File: src/rtl/controlador_sap1.sv
// ============================================================================
//  Module      : controlador_sap1
//  Description : SAP-1 control sequencer. A six-state ring (T1..T6) plus a
//                HALT state. A Moore decoder turns (state, opcode) into the
//                datapath control word.
//  Ports       : CLK      - system clock, rising-edge active
//                CLR_n    - asynchronous active-low clear
//                opcode   - instruction register bits [7:4]
//                t_state  - one-hot T-state (bit 0 = T1), zero while halted
//                Cp..Lo   - datapath increment/enable/load controls
//                HLT      - registered halt flag
//  Options     : SAP1_VARIABLE_CYCLE_EN - when defined, execute phases with
//                no remaining work are skipped (LDA 5, OUT 4, NOP 3 cycles).
//  Revision    : 1.0 - initial release
// ============================================================================
`default_nettype none

module controlador_sap1 (
  input  logic       CLK,
  input  logic       CLR_n,
  input  logic [3:0] opcode,
  output logic [5:0] t_state,
  output logic       Cp,
  output logic       Ep,
  output logic       Lm,
  output logic       CE,
  output logic       Li,
  output logic       Ei,
  output logic       La,
  output logic       Ea,
  output logic       Su,
  output logic       Eu,
  output logic       Lb,
  output logic       Lo,
  output logic       HLT
);

  localparam logic [2:0] S_T1   = 3'd0;
  localparam logic [2:0] S_T2   = 3'd1;
  localparam logic [2:0] S_T3   = 3'd2;
  localparam logic [2:0] S_T4   = 3'd3;
  localparam logic [2:0] S_T5   = 3'd4;
  localparam logic [2:0] S_T6   = 3'd5;
  localparam logic [2:0] S_HALT = 3'd6;

  localparam logic [3:0] OP_LDA = 4'h0;
  localparam logic [3:0] OP_ADD = 4'h1;
  localparam logic [3:0] OP_SUB = 4'h2;
  localparam logic [3:0] OP_OUT = 4'hE;
  localparam logic [3:0] OP_HLT = 4'hF;

  // Control word bit positions: {Cp,Ep,Lm,CE,Li,Ei,La,Ea,Su,Eu,Lb,Lo}
  localparam int B_CP = 11;
  localparam int B_EP = 10;
  localparam int B_LM = 9;
  localparam int B_CE = 8;
  localparam int B_LI = 7;
  localparam int B_EI = 6;
  localparam int B_LA = 5;
  localparam int B_EA = 4;
  localparam int B_SU = 3;
  localparam int B_EU = 2;
  localparam int B_LB = 1;
  localparam int B_LO = 0;

  logic [2:0]  state;
  logic [2:0]  state_next;
  logic        hlt_q;
  logic [11:0] ctrl;
  logic        op_is_nop;

  assign op_is_nop = (opcode != OP_LDA) && (opcode != OP_ADD) &&
                     (opcode != OP_SUB) && (opcode != OP_OUT) &&
                     (opcode != OP_HLT);

  // --------------------------------------------------------------------------
  // State register. HLT is its own flop, set on the edge that enters HALT.
  // --------------------------------------------------------------------------
  always_ff @(posedge CLK or negedge CLR_n) begin
    if (!CLR_n) begin
      state <= S_T1;
      hlt_q <= 1'b0;
    end else begin
      state <= state_next;
      hlt_q <= (state_next == S_HALT);
    end
  end

  // --------------------------------------------------------------------------
  // Next-state logic. opcode only matters from T3 onward (T3 only in the
  // variable-cycle build, where a NOP can return straight to T1).
  // --------------------------------------------------------------------------
  always_comb begin
    state_next = state;
    case (state)
      S_T1: state_next = S_T2;
      S_T2: state_next = S_T3;
`ifdef SAP1_VARIABLE_CYCLE_EN
      S_T3: state_next = op_is_nop ? S_T1 : S_T4;
      S_T4: begin
        if (opcode == OP_HLT)      state_next = S_HALT;
        else if (opcode == OP_OUT) state_next = S_T1;
        else                       state_next = S_T5;
      end
      S_T5: state_next = (opcode == OP_LDA) ? S_T1 : S_T6;
`else
      S_T3: state_next = S_T4;
      S_T4: state_next = (opcode == OP_HLT) ? S_HALT : S_T5;
      S_T5: state_next = S_T6;
`endif
      S_T6:    state_next = S_T1;
      S_HALT:  state_next = S_HALT;
      default: state_next = S_T1;
    endcase
  end

  // --------------------------------------------------------------------------
  // Output decode. Controls are gated by CLR_n so that nothing reaches the
  // datapath while clear is held, yet T1's decode appears the moment it lifts.
  // --------------------------------------------------------------------------
  always_comb begin
    t_state = 6'b000000;
    ctrl    = '0;
    case (state)
      S_T1: begin
        t_state    = 6'b000001;
        ctrl[B_EP] = 1'b1;
        ctrl[B_LM] = 1'b1;
      end
      S_T2: begin
        t_state    = 6'b000010;
        ctrl[B_CP] = 1'b1;
      end
      S_T3: begin
        t_state    = 6'b000100;
        ctrl[B_CE] = 1'b1;
        ctrl[B_LI] = 1'b1;
      end
      S_T4: begin
        t_state = 6'b001000;
        if (opcode == OP_LDA || opcode == OP_ADD || opcode == OP_SUB) begin
          ctrl[B_EI] = 1'b1;
          ctrl[B_LM] = 1'b1;
        end else if (opcode == OP_OUT) begin
          ctrl[B_EA] = 1'b1;
          ctrl[B_LO] = 1'b1;
        end
      end
      S_T5: begin
        t_state = 6'b010000;
        if (opcode == OP_LDA) begin
          ctrl[B_CE] = 1'b1;
          ctrl[B_LA] = 1'b1;
        end else if (opcode == OP_ADD || opcode == OP_SUB) begin
          ctrl[B_CE] = 1'b1;
          ctrl[B_LB] = 1'b1;
        end
      end
      S_T6: begin
        t_state = 6'b100000;
        if (opcode == OP_ADD || opcode == OP_SUB) begin
          ctrl[B_EU] = 1'b1;
          ctrl[B_LA] = 1'b1;
          ctrl[B_SU] = (opcode == OP_SUB);
        end
      end
      default: begin
        t_state = 6'b000000;
        ctrl    = '0;
      end
    endcase
    if (!CLR_n) begin
      ctrl = '0;
    end
  end

  assign {Cp, Ep, Lm, CE, Li, Ei, La, Ea, Su, Eu, Lb, Lo} = ctrl;
  assign HLT = hlt_q;

endmodule

`default_nettype wire
File: config.mk
export PLATFORM = sky130hd
export DESIGN_NAME = controlador_sap1
export DESIGN_NICKNAME = d
export VERILOG_FILES = /design/src/rtl/controlador_sap1.sv
export SDC_FILE = /design/constraint.sdc
export NUM_CORES = 1
export LEC_CHECK = 0
export CAP_MARGIN = 15
export CORE_AREA = 2 2 39 41
export CTS_CLUSTER_SIZE = 20
export DETAILED_ROUTE_END_ITERATION = 12
export DIE_AREA = 0 0 41 43
export PLACE_DENSITY = 0.68
export SYNTH_ARGS = -nofsm -noshare
export SYNTH_HDL_FRONTEND = slang
export SYNTH_SLANG_ARGS = --single-unit
File: constraint.sdc
create_clock -name CLK -period 3.2 [get_ports CLK]
set_clock_uncertainty 0.1 [all_clocks]
set_input_delay 0.32 -clock CLK [delete_from_list [all_inputs] [get_ports CLK]]
set_output_delay 0.32 -clock CLK [all_outputs]
set_load 0.1 [all_outputs]
==> impl_metrics.ini, run 1 <==
[worst_setup_path]
worstSetupEndpointType = output pin
reg2reg_slack_ns = 1.97
crit_type = in -> out
r2r_cells = 2
cp_max_fo = 8
required_ns = 2.78
crit_end = CE
arrival_ns = 1.85
cp-start-kind = input port
r2r_end = HLT$_DFF_PN0_
r2r-start = state[0]$_DFF_PN0_
cp-startpoint = CLR_n

[cells_and_area]
post-route-util_pct = 44.12
diodes = 0
layout.cells.non_filler = 91
multi_input_area_um2 = 254.0
layout-drive-gt1-share_pct = 37.33
final_common_cell = buf_4
nFillCells = 157
ff_latch_area_um2 = 100.1
final_cell_mix = 18 x buf_4, 7 x nand2_1, 6 x nor2_1, 6 x clkdlybuf4s50_1
num-nets-final = 83
area_growth_pct = 51.55

[grt]
grtUsageTotal_pct = 12.34
antenna_found_initial = 0
grt_max_degree = 17
grt_overflow_total = 0
grt_pass1_vias = 381
grt_pass1_wl_um = 1511

[route]
drtIter0Drc = 9
via_per_inst = 4.659
wl_um = 956
ant_nets = 0
drt-pass1-iter-count = 3
drc_errors = 0
wire_per_inst_um = 10.51
via_count = 424

[min_path]
hp-class = in -> async

[clocking]
post-cts-setup-buffers = 0
path_clk_slew_ns = 0.04
clockBufferDepth = 2
numCtsBuffers = 3
clock_latency_ns = 0.23
postCtsHoldBufs = 0
cts_max_level = 1
cts_sinks = 4
cts_tree = built
cts_root_buf = clkbuf_4
cts-resized-gates = 0

[timing]
setup_viol = 0
layout_min_cycle_time_ns = 2.269
rsz0062_at_grt = false
max_slew_margin_pct = 35.97
worst_hold_slack_ns = 0.2324
drv_slew = 0
hold_viol = 0
fmax_mhz = 440.6
min_period_over_period_pct = 70.92
tns_ns = 0
worst_pin_slew_ns = 0.9575

[synthesis]
post_synth.cell_area_avg_um2 = 7.602
syn_area_um2 = 402.9
synth.distinct_cells = 27
seq_area_frac_synth_pct = 24.84
ys_ff_latch = 4
syn_nets = 59
synth_cells = 53
synth_warnings = 0

[die]
initial_utilization_pct = 29.11
die_w_um = 41
core-area_mm2 = 0.001384
rows = 14
ioPinCount = 25
die_h_um = 43
die_area_mm2 = 0.001763

[status]
outcome = completed

[placement]
portBuffers = 24
routabilityCongestion = 0.6892
place_inst = 88
place_hpwl_um = 742.6

[run]
cap_violations = 0
critical path, cell delays in order:
cell	delay, ns
clkdlybuf4s50_1	0.63
nor3b_2	0.30
nand2_1	0.12
o22ai_1	0.16
buf_4	0.31
registers in the layout (all words and copies together) (netlist names):
signal	cells
HLT	1
state	3
how the worst min path moves through the flow:
stage / end / slack [ns] / cells past startpoint
after floorplan: HLT$_DFF_PN0_ / -0.08 / 0
after global placement: state[2]$_DFF_PN0_ / 0.48 / 1
after detailed placement: state[2]$_DFF_PN0_ / 0.48 / 1
after CTS: HLT$_DFF_PN0_ / 0.23 / 1
after global routing: HLT$_DFF_PN0_ / 0.25 / 1
final: state[2]$_DFF_PN0_ / 0.23 / 1
synth_stat cells:
cell type	number	area share, %
nand2_1	7	6.5
nor2_1	6	5.6
dfrtp_1	4	25
inv_1	4	3.7
buf_4	3	5.6
nand2b_1	3	4.7
o21ai_1	3	3.7
nand3b_1	2	3.7
nor3b_2	2	6.2
xor2_1	2	4.3
a21oi_1	1	1.2
a31oi_1	1	1.6
and2_1	1	1.6
and3_1	1	1.6
buf_2	1	1.2
buf_6	1	2.8
inv_2	1	0.93
nand3_1	1	1.2
nand3_2	1	2.5
nand4_1	1	1.6
nor2b_4	1	3.4
nor3_1	1	1.2
nor3_2	1	2.5
nor4_2	1	3.1
o21ai_0	1	1.2
o21bai_1	1	1.9
o22ai_1	1	1.6
layout make-up:
cell class / instances / area share [%]
clock buffers: 3 / 3.689
inverters: 5 / 3.074
multi-input cells: 39 / 41.60
flip-flops and latches: 4 / 16.39
well taps: 16 / 3.279
repair buffers: 24 / 31.97
layer usage:
layer  GRT usage [%]  part of all wire (%)  vias to the layer above  wire length [um]
met5               0                     0                        -                 0
met3           1.571                   5.5                        2                53
met1           15.71                    45                      191               428
li1                -                     -                      219                 -
met2           18.44                    49                       12               465
met4           8.000                  0.84                        0                 8
metrics by stage:
stage	cell area, um^2	setup slack, ns
6_report	610.6	0.9306
5_1_grt	610.6	0.7953
4_1_cts	610.6	0.9041
3_5_place_dp	588.1	0.9108
3_3_place_gp	588.1	0.9349
2_1_floorplan	411.6	0.01424
kinds of logic (layout without fill, tap and decap cells):
logic type | Yosys count | in the layout | synth area share, %
xor+xnor | 2 | 2 | 4.349
flops | 4 | 4 | 24.85
buf+inv | 10 | 32 | 14.28
compound gates | 8 | 8 | 11.18
simple gates | 29 | 29 | 45.34
Power of run 1 is left out: the tool's default activity adds up to more than one toggle a clock period on the data nets, which glitch-free logic cannot reach.
==> inputs of run 2 (changes only) <==
Clock period 3.2 ns to 2.26 ns, I/O delays scaled along.
==> impl_metrics.ini, run 2 (synthesis results as in run 1) <==
[clocking]
cts_max_level = 1
cts_sinks = 4
path_clk_slew_ns = 0.04
cts_tree = built
clock_latency_ns = 0.24
clockBufferDepth = 2
postCtsHoldBufs = 0
numCtsBuffers = 3
cts-resized-gates = 0
post-cts-setup-buffers = 0
cts_root_buf = clkbuf_4

[route]
drtIter0Drc = 14
ant_nets = 0
via_count = 447
drt-pass1-iter-count = 4
drc_errors = 0
via_per_inst = 4.755
wl_um = 1126
wire_per_inst_um = 11.98

[cells_and_area]
largest_reg_flops = 3
regMostFlops = state
final_cell_mix = 17 x buf_12, 7 x nand2_1, 5 x clkdlybuf4s50_1, 5 x buf_4
fin_area_um2 = 895.9
diodes = 0
final_common_cell = buf_12
num-nets-final = 86
nFillCells = 112
area_growth_pct = 122.4
layout-drive-gt1-share_pct = 51.28

[grt]
grt_pass1_vias = 430
grt_pass1_wl_um = 1869
grt_max_degree = 12
grtUsageTotal_pct = 15.96
grt_overflow_total = 0
antenna_found_initial = 0

[worst_setup_path]
worst-path-buf-inv = 2
crit_family = simple AND/OR/NAND/NOR gates
r2r_end = HLT$_DFF_PN0_
crit_type = reg -> out
r2r_cells = 3
slowest_stage = dfrtp_1
worstSetupEndpointType = output pin
cp-start-kind = flip-flop
worst_path_largest_cell_delay_ns = 0.51
required_ns = 1.93
crit_chain = inv_2 > nand3_2 > nor4_4 > buf_12
arrival_ns = 1.68
cp_max_fo = 8
reg2reg_slack_ns = 1.10
r2r-start = state[2]$_DFF_PN0_

[timing]
hold_viol = 0
rsz0062_at_grt = false
worst_hold_slack_ns = 0.2376
tns_ns = 0
max_slew_margin_pct = 73.80
layout_min_cycle_time_ns = 2.009
fmax_mhz = 497.7
setup_viol = 0
worst_pin_slew_ns = 0.3930
drv_slew = 0
min_period_over_period_pct = 88.90
setup_ws_ns = 0.2508

[die]
die_h_um = 43
rows = 14
initial_utilization_pct = 29.11
ioPinCount = 25
die_w_um = 41
core-area_mm2 = 0.001384
die_area_mm2 = 0.001763

[run]
cap_violations = 0

[placement]
routabilityCongestion = 0.7845
place_hpwl_um = 957.9
portBuffers = 24
pre_cts_ws_ns = 0.2743
place_area_um2 = 873.3

[min_path]
hp-class = in -> async

[status]
outcome = completed
[run 2: changes by cell type in the layout (fill, tap and decap cells not counted), moves of 3 or more]
cell,delta
buf_12,+17
buf_4,-13
nor2_1,-3
nor2_2,+3
[run 2: how the worst max path moves through the flow]
stage | from | to | cells past startpoint | slack (ns)
detailed placement | CLR_n | Ei | 5 | 0.27
global route | state[2]$_DFF_PN0_ | Lo | 4 | 0.15
finish | state[2]$_DFF_PN0_ | Lo | 4 | 0.25
global placement | opcode[0] | Lo | 4 | 0.33
floorplan | state[2]$_DFF_PN0_ | Lo | 5 | -0.34
CTS | state[2]$_DFF_PN0_ | Lo | 4 | 0.23
[run 2: cell type report]
| type | count | area, um^2 | area share (%) |
|---|---|---|---|
| clock buffer | 3 | 22.52 | 2.514 |
| inverter | 5 | 18.77 | 2.095 |
| tap | 16 | 20.02 | 2.235 |
| multi-input combinational | 39 | 306.5 | 34.22 |
| sequential | 4 | 100.1 | 11.17 |
| timing repair buffer | 27 | 427.9 | 47.77 |
[run 2: through the flow]
stage,instances,util [%]
floorplan,53,-
global placement,91,63.11
detailed placement,91,63.11
CTS,94,64.74
global route,94,64.74
finish,94,64.74
[run 2: routing by layer]
layer / vias up / wire length [um] / GRT usage, %
li1: 225 / - / -
met3: 4 / 78 / 3.141
met1: 202 / 419 / 20.90
met2: 16 / 600 / 22.81
met4: 0 / 27 / 10.00
met5: - / 0 / 0
Power of run 2 is left out for the same reason.
==> inputs of run 3 (changes only) <==
Settings changed: CELL_PAD_IN_SITES_DETAIL_PLACEMENT from default to 2, CELL_PAD_IN_SITES_GLOBAL_PLACEMENT from default to 2, CORE_AREA 2 2 39 41 to default, CORE_MARGIN from default to 2, CORE_UTILIZATION from default to 17, DIE_AREA 0 0 41 43 to default, PLACE_DENSITY 0.68 to default, PLACE_DENSITY_LB_ADDON from default to 0.1.
==> impl_metrics.ini, run 3 (synthesis results as in run 1) <==
[die]
die_w_um = 52.68
die_h_um = 52.68
core-area_mm2 = 0.002233
initial_utilization_pct = 18.04
rows = 17
die_area_mm2 = 0.002775
ioPinCount = 25

[timing]
max_slew_margin_pct = 72.86
setup_viol = 0
drv_slew = 0
min_period_over_period_pct = 91.20
worst_pin_slew_ns = 0.4071
layout_min_cycle_time_ns = 2.061
setup_ws_ns = 0.1989
fmax_mhz = 485.2
rsz0062_at_grt = false
hold_viol = 0

[clocking]
postCtsHoldBufs = 0
cts_tree = built
cts_max_level = 1
cts_sinks = 4
post-cts-setup-buffers = 0
clock_latency_ns = 0.23
path_clk_slew_ns = 0.04
numCtsBuffers = 3
clockBufferDepth = 2
cts-resized-gates = 0
cts_root_buf = clkbuf_4

[grt]
grt_pass1_vias = 535
antenna_found_initial = 0
grt_pass1_wl_um = 2359
grt_overflow_total = 0
grtUsageTotal_pct = 11.60
grt_max_degree = 11

[placement]
place_hpwl_um = 1176
routabilityCongestion = 0.6994
portBuffers = 24
pre_cts_ws_ns = 0.1822

[cells_and_area]
area_growth_pct = 129.2
regMostFlops = state
layout-drive-gt1-share_pct = 51.28
final_common_cell = buf_12
num-nets-final = 86
largest_reg_flops = 3
diodes = 0
nFillCells = 252
post-route-util_pct = 41.34
final_cell_mix = 18 x buf_12, 7 x nand2_1, 5 x clkdlybuf4s50_1

[worst_setup_path]
crit_type = in -> out
worstSetupEndpointType = output pin
cp-start-kind = input port
required_ns = 1.93
cp_max_fo = 4
arrival_ns = 1.74

[route]
drtIter0Drc = 6
drc_errors = 0
via_count = 454
via_per_inst = 4.283
wl_um = 1392
drt-pass1-iter-count = 4
ant_nets = 0
wire_per_inst_um = 13.13

[run]
cap_violations = 0

[status]
outcome = completed

[min_path]
hp-class = in -> async
-- run 3: metal layers --
metal / track usage (%) / part of all wire (%)
met5: 0 / 0
met4: 6.410 / 0
met3: 2.000 / 3.0
met2: 19.17 / 55
met1: 14.04 / 42
-- run 3: final timing paths --
path                               startpoint                  to  slack (ns)  depth (start not counted)
hold / removal                          CLR_n       HLT$_DFF_PN0_        0.32                          2
setup / recovery                        CLR_n                  CE        0.20                          5
max in group asynchronous               CLR_n  state[2]$_DFF_PN0_        1.63                          2
hold reg to reg            state[0]$_DFF_PN0_  state[0]$_DFF_PN0_        0.56                          1
min in group CLK           state[0]$_DFF_PN0_  state[0]$_DFF_PN0_        0.56                          1
setup reg to reg           state[2]$_DFF_PN0_       HLT$_DFF_PN0_        1.05                          3
-- run 3: worst max-delay path, stage by stage --
cell and delay, ns:
clkdlybuf4s50_1 0.57, nor3b_2 0.31, nand2_1 0.19, o22ai_2 0.23, buf_12 0.20
-- run 3: metrics by stage --
step           instances  hold WS [ns]  area, um^2  setup TNS (ns)
2_1_floorplan         53       -0.1696       464.2         -0.4299
3_3_place_gp         103        0.5488       900.9               0
3_5_place_dp         103        0.5519       900.9               0
4_1_cts              106        0.3300       923.4               0
5_1_grt              106        0.3337       923.4               0
6_report             106        0.3222       923.4               0
-- run 3: layout make-up --
type | count | area [um^2] | share of cell area [%]
timing repair buffer | 27 | 440.4 | 47.70
clock buffer | 3 | 22.52 | 2.439
inverter | 5 | 18.77 | 2.033
sequential | 4 | 100.1 | 10.84
multi-input combinational | 39 | 306.5 | 33.20
tap | 28 | 35.03 | 3.794
Power of run 3 is left out for the same reason.
